==> config.mk <==
export PLATFORM = sky130hd
export DESIGN_NAME = regfile_mp_sb
export DESIGN_NICKNAME = d
export VERILOG_FILES = /design/src/rtl/regfile_pkg.sv /design/src/rtl/rf_bypass_mux.sv /design/src/rtl/regfile_mp_sb.sv
export SDC_FILE = /design/constraint.sdc
export NUM_CORES = 2
export LEC_CHECK = 0
export ABC_CLOCK_PERIOD_IN_PS = 123400
export CAP_MARGIN = 20
export CORE_ASPECT_RATIO = 0.75
export CORE_MARGIN = 5
export CORE_UTILIZATION = 65
export CTS_CLUSTER_SIZE = 10
export DETAILED_ROUTE_END_ITERATION = 10
export PLACE_DENSITY = 0.82
export SLEW_MARGIN = 20
export SYNTH_ARGS = -nofsm -noshare
export SYNTH_HDL_FRONTEND = slang
export SYNTH_SLANG_ARGS = --single-unit
==> constraint.sdc <==
create_clock -name clk -period 123.4 [get_ports clk]
set_clock_uncertainty 0.2 [all_clocks]
set_input_delay 24.68 -clock clk [delete_from_list [all_inputs] [get_ports clk]]
set_output_delay 24.68 -clock clk [all_outputs]
set_load 0.1 [all_outputs]
==> src/rtl/regfile_pkg.sv <==
// -----------------------------------------------------------------------------
// regfile_pkg
// Shared constants and helpers for the multi-ported register file slice.
//   XLEN_DEF / NREG_DEF : default data width and register count
//   clog2()             : elaboration-time ceiling log2, used to derive AW
//   reg_idx_t           : register index type for the default configuration
// -----------------------------------------------------------------------------
package regfile_pkg;

    localparam int XLEN_DEF = 32;
    localparam int NREG_DEF = 32;

    // Smallest r with (1 << r) >= n; n = 1 yields 0.
    function automatic int clog2(input int n);
        int r;
        r = 0;
        for (int i = 0; i < 31; i++) begin
            if ((1 << i) < n) r = i + 1;
        end
        return r;
    endfunction

    localparam int AW_DEF = clog2(NREG_DEF);

    typedef logic [AW_DEF-1:0] reg_idx_t;

endpackage

==> src/rtl/rf_bypass_mux.sv <==
// -----------------------------------------------------------------------------
// rf_bypass_mux
// One read port of the register file. Chooses between the stored array value
// and the winning same-cycle write (highest enabled write port index), and
// derives the busy bit seen by the reader.
// Ports:
//   rst       in   async reset level; forces zero outputs while high
//   rd_addr   in   AW        register being read
//   arr_data  in   XLEN      stored value of rd_addr
//   arr_busy  in   1         stored busy bit of rd_addr
//   wr_en     in   NWR       write strobes
//   wr_addr   in   NWR*AW    write addresses
//   wr_data   in   NWR*XLEN  write data
//   wr_clr    in   NWR       busy-clear qualifiers (only with wr_en)
//   rd_data   out  XLEN      data returned to the reader
//   rd_busy   out  1         busy bit returned to the reader
// -----------------------------------------------------------------------------
module rf_bypass_mux #(
    parameter int XLEN   = 32,
    parameter int AW     = 5,
    parameter int NWR    = 2,
    parameter int BYPASS = 1
) (
    input  logic                rst,
    input  logic [AW-1:0]       rd_addr,
    input  logic [XLEN-1:0]     arr_data,
    input  logic                arr_busy,
    input  logic [NWR-1:0]      wr_en,
    input  logic [NWR*AW-1:0]   wr_addr,
    input  logic [NWR*XLEN-1:0] wr_data,
    input  logic [NWR-1:0]      wr_clr,
    output logic [XLEN-1:0]     rd_data,
    output logic                rd_busy
);

    logic            w_hit;
    logic            w_hit_clr;
    logic [XLEN-1:0] w_hit_data;

    // Scan ascending so the highest-index matching port overwrites earlier hits.
    always_comb begin
        // NOTE: every combinational output gets a default before any branch,
        // otherwise an unassigned path infers a latch.
        w_hit      = 1'b0;
        w_hit_clr  = 1'b0;
        w_hit_data = '0;
        for (int i = 0; i < NWR; i++) begin
            if (wr_en[i] && (wr_addr[i*AW +: AW] == rd_addr)) begin
                w_hit      = 1'b1;
                w_hit_data = wr_data[i*XLEN +: XLEN];
                // Any clearing port on this address clears, not just the winner.
                if (wr_clr[i]) w_hit_clr = 1'b1;
            end
        end
    end

    always_comb begin
        rd_data = arr_data;
        rd_busy = arr_busy;
        if ((BYPASS != 0) && w_hit) begin
            rd_data = w_hit_data;
            if (w_hit_clr) rd_busy = 1'b0;
        end
        // r0 is hardwired zero / never busy; reset hides everything.
        if (rst || (rd_addr == '0)) begin
            rd_data = '0;
            rd_busy = 1'b0;
        end
    end

endmodule

==> src/rtl/regfile_mp_sb.sv <==
// -----------------------------------------------------------------------------
// regfile_mp_sb
// Multi-ported general-purpose register file with write bypass and a
// per-register busy scoreboard. r0 reads as zero and is never busy.
// Ports:
//   clk       in   rising-edge clock
//   rst       in   asynchronous active-high reset
//   rd_addr   in   NRD*AW    read addresses, port k at [k*AW +: AW]
//   rd_data   out  NRD*XLEN  read data, port k at [k*XLEN +: XLEN]
//   rd_busy   out  NRD       busy bit of each read address
//   wr_en     in   NWR       write strobes (higher index has priority)
//   wr_addr   in   NWR*AW    write addresses
//   wr_data   in   NWR*XLEN  write data
//   wr_clr    in   NWR       with wr_en, also clear busy of wr_addr
//   rsv_en    in   1         reserve (set busy) rsv_addr at next edge
//   rsv_addr  in   AW        register to reserve
//   busy_cnt  out  AW+1      registered popcount of busy bits
// -----------------------------------------------------------------------------
module regfile_mp_sb
    import regfile_pkg::*;
#(
    parameter  int XLEN   = XLEN_DEF,
    parameter  int NREG   = NREG_DEF,
    parameter  int NRD    = 2,
    parameter  int NWR    = 2,
    parameter  int BYPASS = 1,
    localparam int AW     = clog2(NREG)
) (
    input  logic                clk,
    input  logic                rst,
    input  logic [NRD*AW-1:0]   rd_addr,
    output logic [NRD*XLEN-1:0] rd_data,
    output logic [NRD-1:0]      rd_busy,
    input  logic [NWR-1:0]      wr_en,
    input  logic [NWR*AW-1:0]   wr_addr,
    input  logic [NWR*XLEN-1:0] wr_data,
    input  logic [NWR-1:0]      wr_clr,
    input  logic                rsv_en,
    input  logic [AW-1:0]       rsv_addr,
    output logic [AW:0]         busy_cnt
);

    logic [XLEN-1:0] r_regs [NREG];
    logic [NREG-1:0] r_busy;
    logic [AW:0]     r_busy_cnt;

    logic [NREG-1:0] w_we;
    logic [NREG-1:0] w_clr;
    logic [NREG-1:0] w_rsv;
    logic [NREG-1:0] w_busy_nxt;
    logic [XLEN-1:0] w_wdata [NREG];
    logic [AW:0]     w_cnt_nxt;

    // Per-register write decode. Index 0 is never matched, so r0 stays zero.
    always_comb begin
        w_we  = '0;
        w_clr = '0;
        w_rsv = '0;
        for (int r = 0; r < NREG; r++) w_wdata[r] = '0;
        for (int r = 1; r < NREG; r++) begin
            for (int i = 0; i < NWR; i++) begin
                if (wr_en[i] && (wr_addr[i*AW +: AW] == AW'(r))) begin
                    w_we[r]    = 1'b1;
                    w_wdata[r] = wr_data[i*XLEN +: XLEN];
                    if (wr_clr[i]) w_clr[r] = 1'b1;
                end
            end
        end
        if (rsv_en && (rsv_addr != '0)) w_rsv[rsv_addr] = 1'b1;
        // Set after clear: a same-edge reserve beats a clear.
        w_busy_nxt    = (r_busy & ~w_clr) | w_rsv;
        w_busy_nxt[0] = 1'b0;
        w_cnt_nxt = '0;
        for (int r = 0; r < NREG; r++) w_cnt_nxt = w_cnt_nxt + (AW+1)'(w_busy_nxt[r]);
    end

    always_ff @(posedge clk or posedge rst) begin
        if (rst) begin
            // NOTE: the array is reset because reads after reset must return
            // zero; a plain storage RAM would normally be left unreset.
            for (int r = 0; r < NREG; r++) r_regs[r] <= '0;
            r_busy     <= '0;
            r_busy_cnt <= '0;
        end else begin
            // NOTE: state updates use non-blocking assignments so every flop
            // samples pre-edge values regardless of statement order.
            for (int r = 0; r < NREG; r++) begin
                if (w_we[r]) r_regs[r] <= w_wdata[r];
            end
            r_busy     <= w_busy_nxt;
            r_busy_cnt <= w_cnt_nxt;
        end
    end

    assign busy_cnt = r_busy_cnt;

    for (genvar k = 0; k < NRD; k++) begin : g_rd
        logic [AW-1:0] w_addr;
        assign w_addr = rd_addr[k*AW +: AW];

        rf_bypass_mux #(
            .XLEN   (XLEN),
            .AW     (AW),
            .NWR    (NWR),
            .BYPASS (BYPASS)
        ) u_mux (
            .rst      (rst),
            .rd_addr  (w_addr),
            .arr_data (r_regs[w_addr]),
            .arr_busy (r_busy[w_addr]),
            .wr_en    (wr_en),
            .wr_addr  (wr_addr),
            .wr_data  (wr_data),
            .wr_clr   (wr_clr),
            .rd_data  (rd_data[k*XLEN +: XLEN]),
            .rd_busy  (rd_busy[k])
        );
    end

endmodule

==> flow_summary.json <==
{
  "die_x_um": 380.5,
  "synthTopCellsByArea": "dfrtp_1, mux2i_1, mux4_2",
  "end_kind": "output pin",
  "clk_pin_slew_ns": 0.05,
  "synth_top_area_cell": "dfrtp_1",
  "crit_top_cell": "buf_4",
  "path_class": "input pin to output pin",
  "finalPower_uw": 1276,
  "io_pins": 168,
  "min_period_ns": 55.35,
  "synthArstFlopShare_pct": 100.0,
  "post_cts_resized": 0,
  "setup_viol": 0,
  "avgSynthCellArea_um2": 10.20,
  "fmax_ghz": 0.01807,
  "crit_path_start_kind": "input pin",
  "setup_slack_ns": 68.05,
  "synth_edf_count": 0,
  "layout_commonest_cell": "mux2i_1",
  "slew_violations": 0,
  "grt_use_total_pct": 45.61,
  "dpl_worst_slack_ns": 68.25,
  "arrival_ns": 30.47,
  "grt-ovfl-total": 0,
  "crit_family": "buffers and inverters",
  "dp_hpwl_um": 140300,
  "cts_tree": "done",
  "violations": "design-rule violations",
  "grt_max_degree": 181,
  "holdWs_ns": 0.3681,
  "design.die.area_um2": 109500,
  "syn2layout_area_growth_pct": 6.981,
  "firstDrtPassIters": 11,
  "p_leak_uw": 0.03054,
  "drt-initial-drc-count": 11200,
  "drc": 1,
  "yosysSeqAreaShare_pct": 38.49,
  "synth_nets": 6686,
  "clock-sinks": 1029,
  "rsz0062_at_grt": "no",
  "drive_gt1_share_pct": 15.05,
  "final_cell_mix": "mux2i_1, dfrtp_1, nor2_1",
  "final_area_um2": 71570,
  "vias": 59420,
  "routed_wl_um": 254500,
  "num-fill-cells": 7105,
  "multiInputGateArea_um2": 37660,
  "clock_latency_ns": 0.73,
  "synth_area_um2": 66900,
  "cts_root_buf": "clkbuf_16",
  "routabilityCongestion": 1.014,
  "synth_top_area_share_pct": 38.49,
  "final.period_utilization_pct": 44.85,
  "cp_max_fo": 82,
  "slowest_delay_ns": 1.33,
  "finalSetupTns_ns": 0,
  "powerDensity_nw_per_um2": 17.83,
  "yosys.cell_types.count": 72,
  "path_cells": "buf_8 > buf_4 > buf_4 > mux4_2 > mux2i_1 > o21ai_1 > a2111oi_0 > a2111oi_1 > clkdlybuf4s50_1",
  "postCtsSetupBuffers": 0,
  "slowest_stage": "clkdlybuf4s50_1",
  "tightest_slew_ns": 1.294,
  "syn-instance-count": 6560,
  "layout.nets": 6357,
  "start_util_pct": 65.77,
  "cap_viol_max_count": 0,
  "row_count": 101,
  "post_dp_cell_area_um2": 68440,
  "grt_pass1_wl_um": 374800,
  "wire_per_inst_um": 33.48,
  "hold_class": "register to register",
  "crit_required_ns": 98.52,
  "relSlewSlack_pct": 13.52,
  "coreArea_um2": 101700,
  "yosys_register_bits": 1029,
  "finalHoldViolations": 0,
  "critPathBufInv": 4,
  "grt_pass1_vias": 57830,
  "outcome": "finished, violations left",
  "die_h_um": 287.8,
  "cts-hold-fix-buffers": 0,
  "irDropWorstVdd_v": 0.00006886,
  "yosysWarnings": 0,
  "ctsHtreeMaxLevel": 3,
  "antenna_found_initial": 15,
  "ant_nets": 0,
  "viasPerCell": 7.817,
  "port_buffers": 167,
  "synthFlopType": "dfrtp_1",
  "cts-buffers-inserted": 114,
  "area.sequential_um2": 25750,
  "cts_buffer_depth": 3
}
area by class of cell:
cell class	count	area share, %
inverters	50	0.2727
clock inverters	8	0.2063
flip-flops and latches	1029	35.98
diodes	12	0.04195
repair buffers	358	4.438
multi-input cells	4678	52.62
clock buffers	128	4.101
well taps	1339	2.341
per-layer routing:
layer	vias up	track usage (%)	part of all wire, %
met2	6022	62.05	40
met3	1776	23.01	18
met4	30	31.66	8.8
met1	28370	56.25	33
li1	23230	-	-
met5	-	3.571	0.28
power by group:
part	switching (uW)	internal [uW]	total, uW
logic	241	214	455
registers	79.0	432	511
clock network	142	168	309
total	461	815	1280
worst register-to-register path, delay by kind of cell (launching register included):
family                   cells  cell delay [ns]
AND/OR/NAND/NOR              1             0.18
adder cells (fa/ha/maj)      8             3.97
AO/OA/AOI/OAI                3             0.46
XOR/XNOR                     1             0.15
flip-flops                   1             0.42
buffers and inverters        4             0.20
worst paths after layout:
path / startpoint / endpoint / slack [ns] / cells past startpoint
min in group asynchronous: rst / r_regs[533]$_DFFE_PP0P_ / 24.24 / 2
max in group asynchronous: rst / r_regs[779]$_DFFE_PP0P_ / 95.51 / 5
hold / removal: r_regs[788]$_DFFE_PP0P_ / r_regs[788]$_DFFE_PP0P_ / 0.37 / 2
setup / recovery: rd_addr[6] / rd_data[41] / 68.05 / 9
setup reg to reg: r_busy[18]$_DFF_PP0_ / busy_cnt[4]$_DFF_PP0_ / 117.71 / 17
hold reg to reg: r_regs[788]$_DFFE_PP0P_ / r_regs[788]$_DFFE_PP0P_ / 0.37 / 2
logic make-up after synthesis:
| family | synth area share, % |
|---|---|
| flip-flops | 38.49 |
| AO/OA/AOI/OAI | 13.58 |
| AND/OR/NAND/NOR | 9.601 |
| multiplexers | 31.35 |
| XOR/XNOR | 0.3011 |
| buffers and inverters | 5.859 |
| adder cells (fa/ha/maj) | 0.8191 |
cells in the mapped netlist, types with 13 or more instances:
cell type  number
a221oi_1       68
nor3_1         47
o221ai_1       18
buf_6          52
a32oi_1        13
buf_2         178
fa_1           23
clkbuf_1      458
a22o_1         22
nor2_1        751
buf_1          89
mux4_2        409
nor2b_1        47
dfrtp_1      1029
o21ai_1       161
a22oi_1        81
o21ai_0       247
buf_4          25
o22ai_1        63
nand3_1        54
nand2_1       500
nor4_1         17
mux2i_1      1051
a211oi_1       19
a32o_1         30
a2111oi_0      22
nand2b_1       22
inv_1          47
mux2_2         97
xor2_1         13
a31oi_1        28
a21oi_1       681
nor4b_1        16
a2111oi_1      23
flip-flops by register name, summed over array words and instances (netlist names):
register and cells:
r_busy 31, busy_cnt 6, r_regs 992
through the flow:
stage | util [%] | instances
after CTS | 70.31 | 7589
after floorplan | - | 6560
final | 70.36 | 7602
after global routing | 70.34 | 7596
after global placement | 67.27 | 7453
after detailed placement | 67.28 | 7453
Power figures use the tool's default switching activity.
